File: src/rtl/counter_ctrl_pkg.sv
// Shared types and constants for the counter command sequencer.
package counter_ctrl_pkg;

    typedef enum logic [2:0] {
        ST_IDLE     = 3'd0,
        ST_STEP     = 3'd1,
        ST_HOLD     = 3'd2,
        ST_REPEAT   = 3'd3,
        ST_CLEAR    = 3'd4,
        ST_WAIT_REL = 3'd5
    } state_e;

    localparam logic OP_UP   = 1'b1;
    localparam logic OP_DOWN = 1'b0;

    // A step in direction dir is blocked when the counter already sits at that end.
    function automatic logic at_limit(input logic dir, input logic z, input logic m);
        return (dir == OP_UP) ? m : z;
    endfunction

endpackage

File: src/rtl/btn_sync.sv
// Two-flop synchroniser for asynchronous button inputs.
module btn_sync #(
    parameter int unsigned WIDTH = 2
) (
    input  logic             clk,
    input  logic             reset,
    input  logic [WIDTH-1:0] async_i,
    output logic [WIDTH-1:0] sync_o
);

    logic [WIDTH-1:0] meta_q;
    logic [WIDTH-1:0] sync_q;

    // Metastability filter stages.
    always_ff @(posedge clk or posedge reset) begin
        if (reset) begin
            meta_q <= {WIDTH{1'b0}};
            sync_q <= {WIDTH{1'b0}};
        end else begin
            meta_q <= async_i;
            sync_q <= meta_q;
        end
    end

    assign sync_o = sync_q;

endmodule

File: src/rtl/counter_cmd_sequencer.sv
// Button front-end: turns raw up/down buttons into single-cycle counter commands
// with step, auto-repeat, clear-on-both and saturation at the counter limits.
module counter_cmd_sequencer
    import counter_ctrl_pkg::*;
#(
    parameter int unsigned HOLD_CYCLES   = 8,
    parameter int unsigned REPEAT_CYCLES = 4,
    parameter int unsigned TMR_W         = 8
) (
    input  logic clk,
    input  logic reset,
    input  logic u,
    input  logic d,
    input  logic z,
    input  logic m,
    output logic op,
    output logic c_ld,
    output logic c_clr,
    output logic busy
);

    localparam logic [TMR_W-1:0] HOLD_LD = TMR_W'(HOLD_CYCLES - 1);
    localparam logic [TMR_W-1:0] REP_LD  = TMR_W'(REPEAT_CYCLES - 1);
    localparam logic [TMR_W-1:0] TMR_0   = {TMR_W{1'b0}};
    localparam logic [TMR_W-1:0] TMR_1   = {{(TMR_W-1){1'b0}}, 1'b1};

    logic [1:0]       btn_sync_s;
    logic             us_s;
    logic             ds_s;
    logic             sel_s;
    logic             other_s;
    logic             fire_s;

    state_e           state_q, state_d;
    logic             dir_q, dir_d;
    logic [TMR_W-1:0] tmr_q, tmr_d;
    logic             op_q, op_d;
    logic             c_ld_q, c_ld_d;
    logic             c_clr_q, c_clr_d;
    logic             busy_q, busy_d;

    btn_sync #(.WIDTH(2)) u_btn_sync (
        .clk     (clk),
        .reset   (reset),
        .async_i ({u, d}),
        .sync_o  (btn_sync_s)
    );

    assign us_s    = btn_sync_s[1];
    assign ds_s    = btn_sync_s[0];
    assign sel_s   = (dir_q == OP_UP) ? us_s : ds_s;
    assign other_s = (dir_q == OP_UP) ? ds_s : us_s;

    // State, timer and output registers.
    always_ff @(posedge clk or posedge reset) begin
        if (reset) begin
            state_q <= ST_IDLE;
            dir_q   <= OP_DOWN;
            tmr_q   <= TMR_0;
            op_q    <= 1'b0;
            c_ld_q  <= 1'b0;
            c_clr_q <= 1'b0;
            busy_q  <= 1'b0;
        end else begin
            state_q <= state_d;
            dir_q   <= dir_d;
            tmr_q   <= tmr_d;
            op_q    <= op_d;
            c_ld_q  <= c_ld_d;
            c_clr_q <= c_clr_d;
            busy_q  <= busy_d;
        end
    end

    // Next-state and next-output decode.
    always_comb begin
        state_d = state_q;
        dir_d   = dir_q;
        tmr_d   = tmr_q;
        op_d    = op_q;
        c_ld_d  = 1'b0;
        c_clr_d = 1'b0;
        fire_s  = 1'b0;

        case (state_q)
            ST_IDLE: begin
                if (us_s && ds_s) begin
                    state_d = ST_CLEAR;
                end else if (us_s) begin
                    state_d = ST_STEP;
                    dir_d   = OP_UP;
                end else if (ds_s) begin
                    state_d = ST_STEP;
                    dir_d   = OP_DOWN;
                end else begin
                    state_d = ST_IDLE;
                end
            end
            ST_STEP: begin
                fire_s  = 1'b1;
                tmr_d   = HOLD_LD;
                state_d = ST_HOLD;
            end
            // Hold expiry drops straight into a repeat step; later steps are REPEAT_CYCLES apart.
            ST_HOLD: begin
                if (!sel_s) begin
                    state_d = ST_IDLE;
                end else if (other_s) begin
                    state_d = ST_CLEAR;
                end else if (tmr_q == TMR_0) begin
                    state_d = ST_REPEAT;
                    tmr_d   = TMR_0;
                end else begin
                    tmr_d = tmr_q - TMR_1;
                end
            end
            ST_REPEAT: begin
                if (!sel_s) begin
                    state_d = ST_IDLE;
                end else if (other_s) begin
                    state_d = ST_CLEAR;
                end else if (tmr_q == TMR_0) begin
                    fire_s = 1'b1;
                    tmr_d  = REP_LD;
                end else begin
                    tmr_d = tmr_q - TMR_1;
                end
            end
            ST_CLEAR: begin
                c_clr_d = 1'b1;
                state_d = ST_WAIT_REL;
            end
            ST_WAIT_REL: begin
                if (!us_s && !ds_s) begin
                    state_d = ST_IDLE;
                end else begin
                    state_d = ST_WAIT_REL;
                end
            end
            default: begin
                state_d = ST_IDLE;
            end
        endcase

        // A saturated step keeps its timing but drives neither c_ld nor op.
        if (fire_s && !at_limit(dir_q, z, m)) begin
            c_ld_d = 1'b1;
            op_d   = dir_q;
        end else begin
            c_ld_d = 1'b0;
        end

        busy_d = (state_d != ST_IDLE);
    end

    assign op    = op_q;
    assign c_ld  = c_ld_q;
    assign c_clr = c_clr_q;
    assign busy  = busy_q;

endmodule

File: config.mk
export PLATFORM = sky130hd
export DESIGN_NAME = counter_cmd_sequencer
export DESIGN_NICKNAME = d
export VERILOG_FILES = /design/src/rtl/counter_ctrl_pkg.sv /design/src/rtl/btn_sync.sv /design/src/rtl/counter_cmd_sequencer.sv
export SDC_FILE = /design/constraint.sdc
export NUM_CORES = 1
export LEC_CHECK = 0
export ABC_AREA = 1
export BUFFER_PORTS_ARGS = -buffer_cell sky130_fd_sc_hd__buf_2
export CAP_MARGIN = 20
export CORE_MARGIN = 2
export CORE_UTILIZATION = 39
export DETAILED_ROUTE_END_ITERATION = 10
export PLACE_DENSITY = 0.54
export REMOVE_ABC_BUFFERS = 1
export SYNTH_ARGS = -nofsm -noshare
export SYNTH_HDL_FRONTEND = slang
export SYNTH_HIERARCHICAL = 1
export SYNTH_SLANG_ARGS = --single-unit
File: constraint.sdc
create_clock -name clk -period 4 [get_ports clk]
set_clock_uncertainty 0.15 [all_clocks]
set_input_delay 0.2 -clock clk [delete_from_list [all_inputs] [get_ports clk]]
set_output_delay 0.2 -clock clk [all_outputs]
set_load 0.01 [all_outputs]
==> impl_metrics.py <==
metrics = {
    "timing": {
        "slew_violations": 0,
        "post-route-period-util": 0.4273,
        "rsz0062_at_grt": "no",
        "worst_pin_slew_ns": 0.6171,
        "slew_headroom": 0.5881,
        "whs_ns": 0.04210,
        "tns_ns": 0,
        "hold_viol_final": 0,
        "setup_viol": 0,
        "fmax_mhz": 585.1,
        "final.min_clock_period_ns": 1.709,
    },
    "global_routing": {
        "grt_max_degree": 17,
        "grt.overflow.total": 0,
        "grt_use_total": 0.1442,
        "gr-usage-met3": 0.02721,
        "grt_busiest_layer": "met2",
        "met2_usage": 0.2217,
        "grt_pass1_wl_mm": 3.636,
        "grtUsageMet1": 0.1994,
        "grt_pass1_vias": 827,
        "antenna_found_initial": 0,
    },
    "setup_path": {
        "slowest_stage": "dfrtp_1",
        "rrSetupSlack_ns": 2.29,
        "critical_path_class": "flip-flop to flip-flop",
        "endpoint_kind": "flip-flop",
        "cp_top_family": "simple AND/OR/NAND/NOR gates",
        "path_cells": "inv_1 > ha_1 > nand3_1 > nor2_2 > inv_1 > nand2_1 > nand2_2 > nand2_1 > nor2_1",
        "cp.required_ns": 4.05,
        "worst-path-max-fanout": 4,
        "worstPathArrival_ns": 1.76,
        "cp-start-kind": "flip-flop",
        "rr_startpoint": "tmr_q[0]$_DFFE_PP0P_",
        "rr_worst_depth": 9,
        "r2r_end": "tmr_q[4]$_DFFE_PP0P_",
        "max_stage_delay_ns": 0.39,
        "path_buf_inv": 2,
    },
    "placed_design": {
        "dpl.hpwl_mm": 1.511,
        "io_buffers": 9,
        "globalplace.congestion": 0.7950,
        "post-place-cells": 181,
        "dpl_cell_area_sq_mm": 0.001170,
    },
    "die": {
        "die_area_sq_mm": 0.003243,
        "num_rows": 19,
        "die_width_um": 56.95,
        "pin_count": 10,
        "die_h_um": 56.95,
        "core_region_area_sq_mm": 0.002710,
        "start_util": 0.4035,
    },
    "route": {
        "drc_errors": 0,
        "drtIter0Drc": 28,
        "drtAntennaViolNets": 0,
        "avgViaCountPerCell": 4.644,
        "dr.pass1.iters": 4,
        "post_drt_wl_per_cell_um": 10.66,
        "num_vias": 873,
        "drt_wl_total_mm": 2.004,
    },
    "synthesis": {
        "netlist_top_cells_count": "nand2_1 (35), inv_1 (25), dfrtp_1 (20)",
        "ys_types": 21,
        "avgSynthCellArea_sq_um": 7.701,
        "synth_edf_count": 0,
        "synth_top_area_share": 0.4577,
        "ys.flop_type": "dfrtp_1",
        "netlist_area_sq_mm": 0.001094,
        "synth.area.top_cells": "dfrtp_1 (46%), nand2_1 (12%), inv_1 (8.6%), nor2_1 (6.5%), nand3_1 (6.4%)",
        "ys_ff_latch": 20,
        "synthCells": 142,
        "yosysMostFrequentCell": "nand2_1",
        "ys_async_sr_fraction": 1.000,
        "yosys.area.top_type": "dfrtp_1",
        "yosys_warnings": 6,
        "ys_seq_area_frac": 0.4577,
    },
    "pwr": {
        "p_leak_uw": 0.0006779,
        "p_int_uw": 532.8,
        "p_total_uw": 958.1,
        "p_sw_frac": 0.4439,
        "p_comb_frac": 0.463,
        "clockPowerShare": 0.172,
        "ir_worst_vdd_mv": 0.3715,
        "p_seq_frac": 0.365,
        "switchingPower_uw": 425.3,
        "power_density_mw_per_mm2": 765.0,
    },
    "layout": {
        "instances_no_fill": 188,
        "fillCellCount": 280,
        "area_growth_pct": 14.53,
        "final_cell_area_sq_mm": 0.001252,
        "nets": 167,
        "diodes": 0,
        "drive_gt1_frac": 0.1529,
    },
    "cts": {
        "cts_buffers": 3,
        "cts.sink_count": 20,
        "clockRootBuffer": "clkbuf_4",
        "cts_resized": 0,
        "clock_latency_ns": 0.30,
        "clk_pin_slew_worst_paths_ns": 0.12,
        "htreeDepth": 1,
        "cts_tree": "yes",
        "ctsLongestPathBuffers": 2,
    },
    "worst_hold_path": {
        "hold_path_startpoint": "z",
        "hold_depth": 4,
        "hold_end": "op$_DFFE_PP0P_",
        "hp-class": "input port to flip-flop",
    },
    "outcome": {
        "status": "finished clean",
    },
    "run": {
        "cap_violations": 0,
    },
}
==> how the worst max path moves through the flow <==
| stage | from | to | cells after the start |
|---|---|---|---|
| 6_report | tmr_q[0]$_DFFE_PP0P_ | tmr_q[4]$_DFFE_PP0P_ | 9 |
| 3_3_place_gp | tmr_q[0]$_DFFE_PP0P_ | tmr_q[4]$_DFFE_PP0P_ | 9 |
| 4_1_cts | tmr_q[0]$_DFFE_PP0P_ | tmr_q[4]$_DFFE_PP0P_ | 9 |
| 2_1_floorplan | tmr_q[0]$_DFFE_PP0P_ | tmr_q[7]$_DFFE_PP0P_ | 9 |
| 5_1_grt | tmr_q[0]$_DFFE_PP0P_ | tmr_q[7]$_DFFE_PP0P_ | 9 |
| 3_5_place_dp | tmr_q[0]$_DFFE_PP0P_ | tmr_q[5]$_DFFE_PP0P_ | 9 |
==> what timing repair did <==
action                                  CTS  global route
setup buffers                             0             0
endpoints found under the setup margin    0             0
hold buffers                              3             0
hold endpoints to repair                 22             0
==> worst min-delay path, delay by kind of cell <==
kind / cells / cell delay [ns]
compound gates: 1 / 0.07
buf+inv: 1 / 0.08
simple gates: 2 / 0.13
==> cell type report <==
class	count	area [sq um]	area share
Multi-Input combinational cell	94	484.2	0.3866
Inverter	27	101.3	0.08092
Sequential cell	20	500.5	0.3996
Timing Repair Buffer	12	75.07	0.05994
Clock inverter	1	30.03	0.02398
Tap cell	31	38.79	0.03097
Clock buffer	3	22.52	0.01798
==> through the flow <==
step | worst slack (ns) | utilization
2_1_floorplan | 2.497 | -
3_3_place_gp | 2.405 | 0.4317
3_5_place_dp | 2.309 | 0.4317
4_1_cts | 2.295 | 0.4621
5_1_grt | 2.141 | 0.4621
6_report | 2.291 | 0.4621
==> placed cells by master (no fill, tap or decap) <==
master	count
nor3_1	4
a21oi_1	1
nor2_8	1
o21ai_0	2
nor2_2	1
clkbuf_4	3
ha_1	3
nand3b_1	1
buf_2	9
nand4_1	4
nand3_1	14
dlygate4sd3_1	3
nor2_1	19
dfrtp_1	20
nor2_4	1
o21ai_2	2
inv_1	25
o211ai_1	1
nand2_2	3
nand2_1	35
xnor2_1	1
bufinv_16	1
inv_2	2
a21oi_4	1
==> registers in the layout (all words and copies together) (netlist names) <==
register and count:
dir_q 1, c_clr 1, c_ld 1, busy 1, u_btn_sync/meta_q 2, op 1, state_q 3, tmr_q 8
u_btn_sync/sync_o 2
==> power groups by stage <==
stage	Sequential, uW	Combinational, uW	Clock, uW
after detailed placement	353	447	0
final	350	443	165
after CTS	350	451	172
after floorplan	345	352	0
after global routing	363	524	181
after global placement	353	438	0
==> per-layer routing <==
layer,wire (um),part of all wire
met1,983,0.49
met2,958,0.48
met3,44,0.022
met4,18,0.0090
met5,0,0
==> logic make-up (layout without fill, tap and decap cells) <==
group           Yosys count  after routing  synth area share
compound gates            7              7           0.05149
buf+inv                  28             43           0.09955
simple gates             83             83            0.3490
flops                    20             20            0.4577
fa+ha+maj                 3              3           0.03433
xor+xnor                  1              1          0.008011
Note: power is estimated with default switching activity, not from simulation.
